## src/rtl/pipe_ctrl_pkg.sv

```systemverilog
// pipe_ctrl_pkg: shared encodings and widths for the pipeline stall/flush controller
package pipe_ctrl_pkg;
  typedef enum logic [1:0] {
    ST_RUN      = 2'd0,
    ST_MEM_WAIT = 2'd1,
    ST_ERR      = 2'd2
  } state_t;
  localparam logic [4:0] REG_ZERO = 5'd0;
  localparam int STALL_CNT_W = 32;
endpackage

```

## src/rtl/hazard_detect.sv

```systemverilog
// hazard_detect: combinational load-use comparator between ID/EX load and IF/ID sources
module hazard_detect
  import pipe_ctrl_pkg::*;
(
  input  logic       idex_memRead,
  input  logic [4:0] idex_rt,
  input  logic [4:0] ifid_rs,
  input  logic [4:0] ifid_rt,
  input  logic       ifid_usesRt,
  output logic       lu_hazard
);
  assign lu_hazard = idex_memRead && (idex_rt != REG_ZERO) &&
                     ((idex_rt == ifid_rs) || (ifid_usesRt && (idex_rt == ifid_rt)));
endmodule

```

## src/rtl/pipeline_ctrl.sv

```systemverilog
// pipeline_ctrl: stall/flush controller with memory-wait FSM, timeout and stall counter
module pipeline_ctrl
  import pipe_ctrl_pkg::*;
#(
  parameter int MEM_TIMEOUT = 200,
  parameter int TO_W        = 8
) (
  input  logic                   clk,
  input  logic                   rst,
  input  logic                   idex_memRead,
  input  logic [4:0]             idex_rt,
  input  logic [4:0]             ifid_rs,
  input  logic [4:0]             ifid_rt,
  input  logic                   ifid_usesRt,
  input  logic                   ex_branchTaken,
  input  logic                   exmem_memAccess,
  input  logic                   dmem_ready,
  output logic                   pc_write,
  output logic                   ifid_write,
  output logic                   idex_write,
  output logic                   exmem_write,
  output logic                   memwb_write,
  output logic                   ifid_flush,
  output logic                   idex_flush,
  output logic                   memwb_flush,
  output logic                   dmem_req,
  output logic                   mem_err,
  output logic [STALL_CNT_W-1:0] stall_cnt,
  output logic [1:0]             state
);
  state_t          st, st_n;
  logic [TO_W-1:0] to_cnt;
  logic            lu_hazard;
  logic            freeze;

  hazard_detect u_hazard_detect (
    .idex_memRead (idex_memRead),
    .idex_rt      (idex_rt),
    .ifid_rs      (ifid_rs),
    .ifid_rt      (ifid_rt),
    .ifid_usesRt  (ifid_usesRt),
    .lu_hazard    (lu_hazard)
  );

  // In MEM_WAIT the access is still outstanding regardless of exmem_memAccess
  assign freeze = (st == ST_MEM_WAIT) ? !dmem_ready : (st == ST_RUN) && exmem_memAccess && !dmem_ready;

  always_comb begin
    st_n        = st;
    pc_write    = 1'b1;
    ifid_write  = 1'b1;
    idex_write  = 1'b1;
    exmem_write = 1'b1;
    memwb_write = 1'b1;
    ifid_flush  = 1'b0;
    idex_flush  = 1'b0;
    memwb_flush = 1'b0;
    dmem_req    = exmem_memAccess;
    if (!rst) begin
      {pc_write, ifid_write, idex_write, exmem_write, memwb_write} = '0;
      {ifid_flush, idex_flush, memwb_flush} = '1;
      dmem_req = 1'b0;
      st_n     = ST_RUN;
    end else if (st == ST_ERR) begin
      {pc_write, ifid_write, idex_write, exmem_write, memwb_write} = '0;
      dmem_req = 1'b0;
    end else if (freeze) begin
      {pc_write, ifid_write, idex_write, exmem_write} = '0;
      memwb_flush = 1'b1;
      st_n = (st == ST_MEM_WAIT && to_cnt == TO_W'(MEM_TIMEOUT - 1)) ? ST_ERR : ST_MEM_WAIT;
    end else begin
      st_n = ST_RUN;
      if (ex_branchTaken) begin
        ifid_flush = 1'b1;
        idex_flush = 1'b1;
      end else if (lu_hazard) begin
        pc_write   = 1'b0;
        ifid_write = 1'b0;
        idex_flush = 1'b1;
      end
    end
  end

  always_ff @(posedge clk or negedge rst) begin
    if (!rst) begin
      st        <= ST_RUN;
      to_cnt    <= '0;
      mem_err   <= 1'b0;
      stall_cnt <= '0;
    end else begin
      st        <= st_n;
      to_cnt    <= (st == ST_MEM_WAIT && !dmem_ready) ? to_cnt + 1'b1 : '0;
      mem_err   <= mem_err | (st_n == ST_ERR);
      stall_cnt <= (!pc_write && stall_cnt != '1) ? stall_cnt + 1'b1 : stall_cnt;
    end
  end

  assign state = st;
endmodule

```

## config.mk

```make
export PLATFORM = sky130hd
export DESIGN_NAME = pipeline_ctrl
export DESIGN_NICKNAME = d
export VERILOG_FILES = /design/src/rtl/pipe_ctrl_pkg.sv /design/src/rtl/hazard_detect.sv /design/src/rtl/pipeline_ctrl.sv
export SDC_FILE = /design/constraint.sdc
export NUM_CORES = 1
export LEC_CHECK = 0
export BUFFER_PORTS_ARGS = -buffer_cell sky130_fd_sc_hd__clkbuf_2
export CORE_MARGIN = 3
export CORE_UTILIZATION = 47
export DETAILED_ROUTE_END_ITERATION = 7
export GPL_ROUTABILITY_DRIVEN = 1
export PLACE_DENSITY = 0.79
export SYNTH_ARGS = -nofsm -noshare
export SYNTH_HDL_FRONTEND = slang
export SYNTH_SLANG_ARGS = --single-unit
```

## constraint.sdc

```tcl
create_clock -name clk -period 2.12 [get_ports clk]
set_input_delay 0.106 -clock clk [delete_from_list [all_inputs] [get_ports clk]]
set_output_delay 0.106 -clock clk [all_outputs]
set_load 0.005 [all_outputs]
```

==> metrics.cfg, run 1 <==
[placed_design]
gp_congestion=0.8063
portBuffers=65
dp_hpwl_um=4308
dp_cells=379

[synthesis]
synth_xor_area_frac=0.1606
synth.largest_area_cell=dfrtp_1
synth_compound_area_frac=0.01784
synth_most_common_cell=dfrtp_1
synth_area_leaders=dfrtp_1 (44%), xor2_1 (11%), nor3_2 (6.1%)
synthFlopType=dfrtp_1
synth-simple-area-share=0.3287
synth-edff-count=0
yosys_register_bits=43
synth_fp_nets=258
yosys_warnings=0
ys_top_cells_by_count=dfrtp_1 (43), xor2_1 (31), nand2_1 (17), nand3_1 (16), nor3_2 (15)
syn_area_um2=2455
yosysSeqAreaShare=0.4383
synth.distinct_cells=41
syn_inst=234
synth_top_area_frac=0.4383
synthArstFlopShare=1.000
synth_fa_ha_area_frac=0.01019
synthMuxAreaShare=0.009174
synth_top_family_by_area=simple AND/OR/NAND/NOR gates
avgSynthCellArea_um2=10.49

[clock_network]
clock_latency_ns=0.29
cts_buffers=5
path_clk_slew_ns=0.08
clk_path_buf_depth=2
tritoncts=done
cts-root-buf=clkbuf_8
htree_levels=2
cts.sinks=43

[final_layout]
drive_gt1_frac=0.4037
syn_to_final_growth_pct=28.24
stdcell_count=389
num_antenna_cells=0
fin_nets=346

[sta]
fin_crit_sh=0.9787
setup_viol=0
fmax_mhz=482.0
slew_headroom=0.6184
finClkSkew_ns=0.007669
slew_violations=0
tightest_slew_ns=0.5723
hold_viol=0
min_period_ns=2.075

[pwr]
cellPowerDensity_nw_per_um2=955.5
cellLeakagePower_nw=1.403
ir_worst_vdd_v=0.0006007
p_int_mw=1.864
p_switching_mw=1.144
finalPower_mw=3.008
combPwrFrac=0.411
clkPwrFrac=0.173
power.share.switching=0.3804
p_seq_frac=0.415

[global_routing]
antenna_found_initial=0
overflow=0
grt_pass1_wl_um=9887
grt_pass1_vias=2076
grt_max_degree=50
grtUsageTotal=0.2011

[detailed_routing]
drcViolationCount=0
vias=2068
routed_wl_um=5790
wire_per_inst_um=14.88
dr.pass1.iters=4
drt_iter0_drc=123
antenna_left=0
via_per_inst=5.316

[floorplanning]
io_pins=66
start_util=0.5031
core_area_um2=4880
die_area_um2=6126
die_x_um=78.27
placementRows=25
die_h_um=78.27

[worst_setup_path]
slowest_stage=dfrtp_1
required_ns=2.29
critPathTopFamily=simple AND/OR/NAND/NOR gates
start_kind=flop
crit_type=flop to flop
worst-path-max-fanout=5
cp-end-kind=flop
path_buf_inv=1
crit_chain=and4_1 > nand2_1 > or2_1 > buf_4 > nor3_1 > and3b_1 > mux2_1
r2r_slack_ns=0.05
cp_slowest_stage_delay_ns=0.38
r2r_cells=7
crit_arrival_ns=2.25
path_depth=7

[hold_path]
hold_depth=3
min_path_type=primary input to flop

[run]
maxCapViolCount=0

[run_status]
outcome=finished clean

[final cells by class]
| class | instances | area [um^2] |
|---|---|---|
| Fill cell | 400 | 1732 |
| Multi-Input combinational cell | 177 | 1316 |
| Sequential cell | 43 | 1076 |
| Timing Repair Buffer | 92 | 573.1 |
| Tap cell | 67 | 83.83 |
| Clock buffer | 6 | 82.58 |
| Inverter | 3 | 11.26 |
| Clock inverter | 1 | 5.005 |
[worst register-to-register path: cells and delay by family (launching register included)]
family,cells,cell delay (ns)
DFF,1,0.38
muxes,1,0.32
buffers and inverters,1,0.17
and+or+nand+nor,5,1.09
[power by group through the flow]
stage               logic, mW  registers [mW]  clock network (mW)
floorplan               0.651            1.29                   0
global placement         1.19            1.25                   0
detailed placement       1.22            1.26                   0
CTS                      1.23            1.25               0.531
global route             1.37            1.28               0.569
finish                   1.24            1.25               0.522
[metrics by stage]
| stage | TNS, ns | instance area [um^2] | hold slack (ns) | setup slack, ns | utilization |
|---|---|---|---|---|---|
| 3_5_place_dp | -0.002166 | 3005 | 0.3040 | -0.002166 | 0.6159 |
| 3_3_place_gp | 0 | 3005 | 0.2971 | 0.1368 | 0.6159 |
| 5_1_grt | -0.04658 | 3148 | 0.2227 | -0.02536 | 0.6451 |
| 6_report | 0 | 3148 | 0.1901 | 0.04523 | 0.6451 |
| 2_1_floorplan | 0 | 2455 | -0.1896 | 0.06666 | - |
| 4_1_cts | 0 | 3136 | 0.1892 | 0.02557 | 0.6426 |
[timing repair]
action / in CTS / in global routing
setup endpoints to repair: 1 / 15
buffers inserted: 0 / 1
hold endpoints to repair: 25 / 0
gates resized for setup: 0 / 4
gates cloned: 1 / 0
pin swaps: 1 / 1
hold buffers: 1 / 0
[flip-flops by register name, summed over array words and instances (netlist names)]
name and flops:
stall_cnt 32, to_cnt 8, state 2, mem_err 1
[layer usage]
metal / part of all wire / wire [um] / track usage / vias to the layer above
li1: - / - / - / 1002
met1: 0.44 / 2567 / 0.2659 / 1011
met2: 0.51 / 2936 / 0.3348 / 49
met3: 0.040 / 233 / 0.04014 / 6
met4: 0.0090 / 52 / 0.05944 / 0
met5: 0 / 0 / 0 / -
[cells by family (layout without fill, tap and decap cells)]
group,count (synthesis),after routing
flip-flops,43,43
XOR/XNOR,45,45
adder cells (fa/ha/maj),2,2
multiplexers,2,2
AND/OR/NAND/NOR,120,120
buffers and inverters,14,102
AO/OA/AOI/OAI,8,8
[path summary, 6_finish.rpt]
check | start | to
setup / recovery | stall_cnt[17] | stall_cnt[28]
hold / removal | dmem_ready | to_cnt[1]
setup reg to reg | stall_cnt[17] | stall_cnt[28]
hold reg to reg | to_cnt[0] | to_cnt[0]
max in group asynchronous | rst | stall_cnt[25]
min in group asynchronous | rst | stall_cnt[19]
[placed cells by master, fill, tap and decap left out, drive strengths merged, types with 2 or more instances in the layout]
cell type / n
and4: 5
inv: 3
nand4: 11
clkbuf: 72
dfrtp: 43
or3: 2
nand2b: 2
o21ai: 5
or4: 2
xnor2: 14
nor4b: 2
nor2: 14
nor4: 11
nand4b: 3
nand3: 18
or2: 3
xor2: 31
and3: 6
buf: 25
and2: 3
nand2: 17
ha: 2
nor3: 17
mux2: 2
Note: power is estimated with default switching activity, not from simulation.
==> run 2, diff against run 1 <==
--- a/config.mk
+++ b/config.mk
@@ -6,8 +6,10 @@
 export NUM_CORES = 1
 export LEC_CHECK = 0
 export BUFFER_PORTS_ARGS = -buffer_cell sky130_fd_sc_hd__clkbuf_2
+export CELL_PAD_IN_SITES_DETAIL_PLACEMENT = 2
+export CELL_PAD_IN_SITES_GLOBAL_PLACEMENT = 2
 export CORE_MARGIN = 3
-export CORE_UTILIZATION = 47
+export CORE_UTILIZATION = 29
 export DETAILED_ROUTE_END_ITERATION = 7
 export GPL_ROUTABILITY_DRIVEN = 1
 export PLACE_DENSITY = 0.79
==> run 2 against run 1 <==
Against the previous run:
- sequential power about the same
- maximum frequency increased by 0.17%
- core utilization decreased by 23 points
- clock-buffer cell count unchanged
- first-iteration DRC count decreased by 24%
- sequential cell count unchanged
- combinational power increased by 23%
- die area increased by 57%
- worst setup slack improved by 0.0035 ns
==> metrics.cfg, run 2 (same netlist as run 1, synthesis figures left out) <==
[clock_network]
cts.sinks=43  ; unchanged
cts_buffers=5  ; unchanged
clk_path_buf_depth=2  ; unchanged
htree_levels=2  ; unchanged
tritoncts=done
path_clk_slew_ns=0.08  ; about the same
clock_latency_ns=0.30  ; about the same
cts-root-buf=clkbuf_8

[sta]
slew_violations=0  ; unchanged
min_period_ns=2.071  ; -0.003467 ns
fin_crit_sh=0.9770  ; -0.001636
finClkSkew_ns=0.01025  ; +0.002580 ns
tightest_slew_ns=0.6046  ; +0.03229 ns
hold_viol=0  ; unchanged
slew_headroom=0.5969  ; -0.02153
fmax_mhz=482.8  ; +0.17%
fin_tns_setup_ns=0  ; unchanged
setup_viol=0  ; unchanged

[detailed_routing]
routed_wl_um=8372  ; +45%
via_per_inst=5.021  ; -5.6%
drcViolationCount=0  ; unchanged
antenna_left=0  ; unchanged
dr.pass1.iters=4  ; unchanged
vias=2199  ; +6.3%
drt_iter0_drc=94  ; -24%
wire_per_inst_um=19.11  ; +28%

[worst_setup_path]
cp-end-kind=flop
required_ns=2.29  ; about the same
critPathCapture=stall_cnt[1]
r2r_cells=7  ; unchanged
timing.rr.start=stall_cnt[27]
rr_endpoint=stall_cnt[1]
crit_type=flop to flop
start_kind=flop
r2r_slack_ns=0.05  ; about the same
worst-path-max-fanout=7  ; +2
startpoint=stall_cnt[27]
crit_arrival_ns=2.24  ; about the same

[final_layout]
syn_to_final_growth_pct=34.35
largest_register=stall_cnt
largest_reg_flops=32  ; unchanged
stdcell_count=438  ; +13%
num_antenna_cells=0  ; unchanged
final_common_cell=clkbuf_2
drive_gt1_frac=0.4405  ; +0.03675
layout_common_cells=clkbuf_2 (65), dfrtp_1 (43), buf_4 (36), xor2_1 (31), nand2_1 (17)
fin_nets=359  ; +3.8%

[pwr]
cellLeakagePower_nw=1.470  ; +4.7%
finalPower_mw=3.283  ; +9.1%
power.share.switching=0.4076  ; +0.02720
ir_worst_vdd_v=0.0003552  ; -41%
combPwrFrac=0.463  ; +0.052
clkPwrFrac=0.161  ; -0.012
p_int_mw=1.945  ; +4.3%
cellPowerDensity_nw_per_um2=995.3  ; +4.2%
p_switching_mw=1.338  ; +17%
p_seq_frac=0.376  ; -0.039

[global_routing]
antenna_found_initial=0  ; unchanged
grt_max_degree=50  ; unchanged
overflow=0  ; unchanged
grt_pass1_vias=2537  ; +22%
grt_pass1_wl_um=13140  ; +33%
grtUsageTotal=0.1663  ; -0.03484

[run_status]
outcome=finished clean

[floorplanning]
start_util=0.3081  ; -0.1950
placementRows=32  ; +28%
io_pins=66  ; unchanged
die_x_um=98.01  ; +25%
die_area_um2=9605  ; +57%
core_area_um2=7968  ; +63%
die_h_um=98.01  ; +25%

[run]
maxCapViolCount=0  ; unchanged

[placed_design]
dp_cells=418  ; +10%
gp_congestion=0.7232  ; -10%
portBuffers=65  ; unchanged
dp_hpwl_um=5855  ; +36%

[hold_path]
hold_depth=3  ; unchanged
min_path_type=primary input to flop

## run 2: cell types whose count changed in the layout (fill, tap and decap cells not counted)
cell,delta
buf_4,+13
nor4_1,-2
nor4_2,+2
and4_1,-1
and4_4,+1
buf_6,+1
clkbuf_1,+1
clkbuf_16,-1
clkbuf_8,-1
clkinvlp_4,+1
nand2b_1,-1
nand2b_4,+1
or2_1,-1
or2_4,+1
## run 2: layout make-up
| cell class | count | area [um^2] |
|---|---|---|
| multi-input combinational | 177 | 1341 |
| timing repair buffer | 105 | 656.9 |
| clock buffer | 6 | 72.57 |
| fill | 901 | 4669 |
| clock inverter | 2 | 12.51 |
| inverter | 3 | 11.26 |
| sequential | 43 | 1076 |
| tap | 102 | 127.6 |
## run 2: power groups by stage
stage	registers, mW	logic [mW]	clock network [mW]
2_1_floorplan	1.29	0.651	0
3_3_place_gp	1.23	1.32	0
3_5_place_dp	1.24	1.40	0
4_1_cts	1.23	1.42	0.547
5_1_grt	1.27	1.66	0.580
6_report	1.23	1.52	0.527
## run 2: critical path, stage by stage, from the launching register on
cell,delay (ns)
dfrtp_1,0.39
and4_1,0.26
and3_2,0.25
nand3_2,0.12
nor4_4,0.35
buf_6,0.19
nor2_2,0.05
mux2_1,0.34
## run 2: routing by layer
metal | track usage | vias to the layer above | part of all wire
li1 | - | 1027 | -
met1 | 0.2076 | 1116 | 0.43
met2 | 0.2932 | 44 | 0.52
met3 | 0.01929 | 12 | 0.025
met4 | 0.06283 | 0 | 0.016
met5 | 0 | - | 0
## run 2: repair_timing
item                       4_1_cts  5_1_grt
setup endpoints to repair        0       16
hold buffers                     1        0
hold endpoints to repair        43        0
gates resized for setup          0       10
buffers inserted                 0       11
## run 2: through the flow
stage	worst slack, ns	cell area [um^2]	hold WS, ns	util
2_1_floorplan	0.06666	2455	-0.1896	-
3_3_place_gp	0.09140	3079	0.2624	0.3865
3_5_place_dp	0.04972	3079	0.2731	0.3865
4_1_cts	0.01823	3174	0.1913	0.3984
5_1_grt	-0.04728	3298	0.2419	0.4139
6_report	0.04870	3298	0.2186	0.4139
## run 2: worst min path at each step
stage,from,endpoint,slack (ns)
floorplan,rst,mem_err,-0.19
global placement,rst,mem_err,0.26
detailed placement,rst,to_cnt[3],0.27
CTS,dmem_ready,to_cnt[1],0.19
global route,dmem_ready,to_cnt[3],0.24
finish,dmem_ready,to_cnt[1],0.22
==> run 3, diff against run 2 <==
--- a/config.mk
+++ b/config.mk
@@ -12,7 +12,7 @@
 export CORE_UTILIZATION = 29
 export DETAILED_ROUTE_END_ITERATION = 7
 export GPL_ROUTABILITY_DRIVEN = 1
-export PLACE_DENSITY = 0.79
+export PLACE_DENSITY_LB_ADDON = 0.05
 export SYNTH_ARGS = -nofsm -noshare
 export SYNTH_HDL_FRONTEND = slang
 export SYNTH_SLANG_ARGS = --single-unit
==> run 3 against run 2 <==
Against the previous run:
- sequential cell count unchanged
- global-route usage down 0.84 points
- worst hold slack lost 0.044 ns
- clock-buffer cell count grew 1
- clock power grew 13%
- worst setup slack improved by 0.074 ns
==> metrics.cfg, run 3 (same netlist as run 1, synthesis figures left out) <==
[global_routing]
grt_pass1_vias=2316  ; -8.7%
grt_pass1_wl_um=12300  ; -6.4%
overflow=0  ; unchanged
grtUsageTotal=0.1579  ; -0.008359
grt_max_degree=50  ; unchanged
antenna_found_initial=0  ; unchanged

[sta]
slew_headroom=0.5864  ; -0.01051
hold_viol=0  ; unchanged
setup_viol=0  ; unchanged
min_period_ns=1.997  ; -0.07393 ns
slew_violations=0  ; unchanged
finClkSkew_ns=0.008302  ; -0.001947 ns
fin_crit_sh=0.9422  ; -0.03487
fmax_mhz=500.7  ; +3.7%
tightest_slew_ns=0.6204  ; +0.01577 ns

[hold_path]
min_path_type=primary input to flop
hp-start=dmem_ready
hold_depth=3  ; unchanged
hold_path_end=to_cnt[1]

[final_layout]
fin_util=0.4125  ; -0.001414
num_antenna_cells=0  ; unchanged
fill_cells=887  ; -1.6%
seq_area_um2=1076  ; unchanged
fin_nets=356  ; -0.84%
stdcell_count=435  ; -0.68%
multiInputGateArea_um2=1334  ; -0.56%
largest_register=stall_cnt
layout_common_cells=clkbuf_2 (65), dfrtp_1 (43), buf_4 (33), xor2_1 (31)
final_common_cell=clkbuf_2
largest_reg_flops=32  ; unchanged
syn_to_final_growth_pct=33.89
drive_gt1_frac=0.4324  ; -0.008044

[worst_setup_path]
r2r_slack_ns=0.12  ; +0.07 ns
worst-path-max-fanout=7  ; unchanged
start_kind=flop
r2r_cells=8  ; +1
required_ns=2.29  ; about the same
path_buf_inv=2  ; +1
slowest_stage=dfrtp_1
cp-end-kind=flop
cp_slowest_stage_delay_ns=0.37  ; -0.02 ns
crit_type=flop to flop
crit_chain=and4_1 > nand2_1 > or2_4 > nor4_4 > buf_12 > buf_4 > nor4b_1 > xor2_1
critPathTopFamily=simple AND/OR/NAND/NOR gates
crit_arrival_ns=2.17  ; -0.07 ns
rr_endpoint=stall_cnt[8]
timing.rr.start=stall_cnt[15]

[floorplanning]
placementRows=32  ; unchanged
die_x_um=98.01  ; unchanged
io_pins=66  ; unchanged
die_h_um=98.01  ; unchanged
die_area_um2=9605  ; unchanged
start_util=0.3081  ; unchanged
core_area_um2=7968  ; unchanged

[detailed_routing]
vias=2130  ; -3.1%
drt_iter0_drc=92  ; -2.1%
via_per_inst=4.897  ; -2.5%
dr.pass1.iters=4  ; unchanged
antenna_left=0  ; unchanged
routed_wl_um=7164  ; -14%
drcViolationCount=0  ; unchanged
wire_per_inst_um=16.47  ; -14%

[clock_network]
path_clk_slew_ns=0.09  ; about the same
htree_levels=2  ; unchanged
clock_latency_ns=0.30  ; about the same
tritoncts=done
cts-root-buf=clkbuf_8
cts_buffers=5  ; unchanged
cts.sinks=43  ; unchanged
clk_path_buf_depth=2  ; unchanged

[placed_design]
portBuffers=65  ; unchanged
gp_congestion=0.7555  ; +4.5%
dp_cells=420  ; +0.48%
dp_hpwl_um=5489  ; -6.3%

[run_status]
outcome=finished clean

[pwr]
cellPowerDensity_nw_per_um2=995.2  ; about the same
cellLeakagePower_nw=1.457  ; -0.84%
ir_worst_vdd_v=0.0003448  ; -2.9%
finalPower_mw=3.271  ; -0.35%

[run]
maxCapViolCount=0  ; unchanged

==> run 3: where the power goes <==
| group | switching, mW | leakage (nW) | internal [mW] | total [mW] |
|---|---|---|---|---|
| combinational | 0.744 | 0.920 | 0.688 | 1.43 |
| sequential | 0.224 | 0.486 | 1.02 | 1.25 |
| clock | 0.296 | 0.0505 | 0.297 | 0.593 |
| total | 1.26 | 1.46 | 2.01 | 3.27 |
==> run 3: cell type report <==
| type | instances | share of cell area |
|---|---|---|
| Multi-Input combinational cell | 177 | 0.4058 |
| Sequential cell | 43 | 0.3274 |
| Timing Repair Buffer | 102 | 0.1930 |
| Tap cell | 102 | 0.03883 |
| Clock buffer | 7 | 0.02931 |
| Inverter | 3 | 0.003426 |
| Clock inverter | 1 | 0.002284 |
==> run 3: worst register-to-register path, stage by stage (launching register included) <==
cell	delay [ns]
dfrtp_1	0.37
and4_1	0.23
nand2_1	0.10
or2_4	0.28
nor4_4	0.35
buf_12	0.16
buf_4	0.17
nor4b_1	0.07
xor2_1	0.14
==> run 3: repair_timing <==
action | 4_1_cts | 5_1_grt
resized for setup | 1 | 6
endpoints found under the hold margin | 43 | 0
buffers inserted | 0 | 6
hold buffers | 1 | 0
setup endpoints to repair | 1 | 18
pin swaps | 0 | 1
==> run 3: metrics by stage <==
| stage | area (um^2) | hold WS (ns) | setup TNS (ns) | setup slack (ns) |
|---|---|---|---|---|
| 3_3_place_gp | 3094 | 0.2721 | 0 | 0.08097 |
| 4_1_cts | 3213 | 0.1823 | 0 | 0.01632 |
| 2_1_floorplan | 2455 | -0.1896 | 0 | 0.06666 |
| 5_1_grt | 3287 | 0.2108 | -0.0006632 | -0.0006632 |
| 3_5_place_dp | 3094 | 0.2765 | 0 | 0.04317 |
| 6_report | 3287 | 0.1745 | 0 | 0.1226 |
==> run 3: worst max path at each step <==
stage	from	endpoint	slack (ns)	cells past startpoint
finish	stall_cnt[15]	stall_cnt[8]	0.12	8
global route	state[0]	stall_cnt[14]	-0.0007	7
CTS	stall_cnt[17]	stall_cnt[1]	0.02	7
detailed placement	idex_rt[0]	stall_cnt[14]	0.04	8
global placement	stall_cnt[17]	stall_cnt[26]	0.08	7
floorplan	stall_cnt[14]	stall_cnt[15]	0.07	8
==> run 3: layer usage <==
metal / vias up / wire length (um) / track usage
li1: 1021 / - / -
met3: 6 / 304 / 0.03643
met2: 41 / 3391 / 0.2503
met5: - / 0 / 0
met1: 1062 / 3387 / 0.2186
met4: 0 / 80 / 0.03834
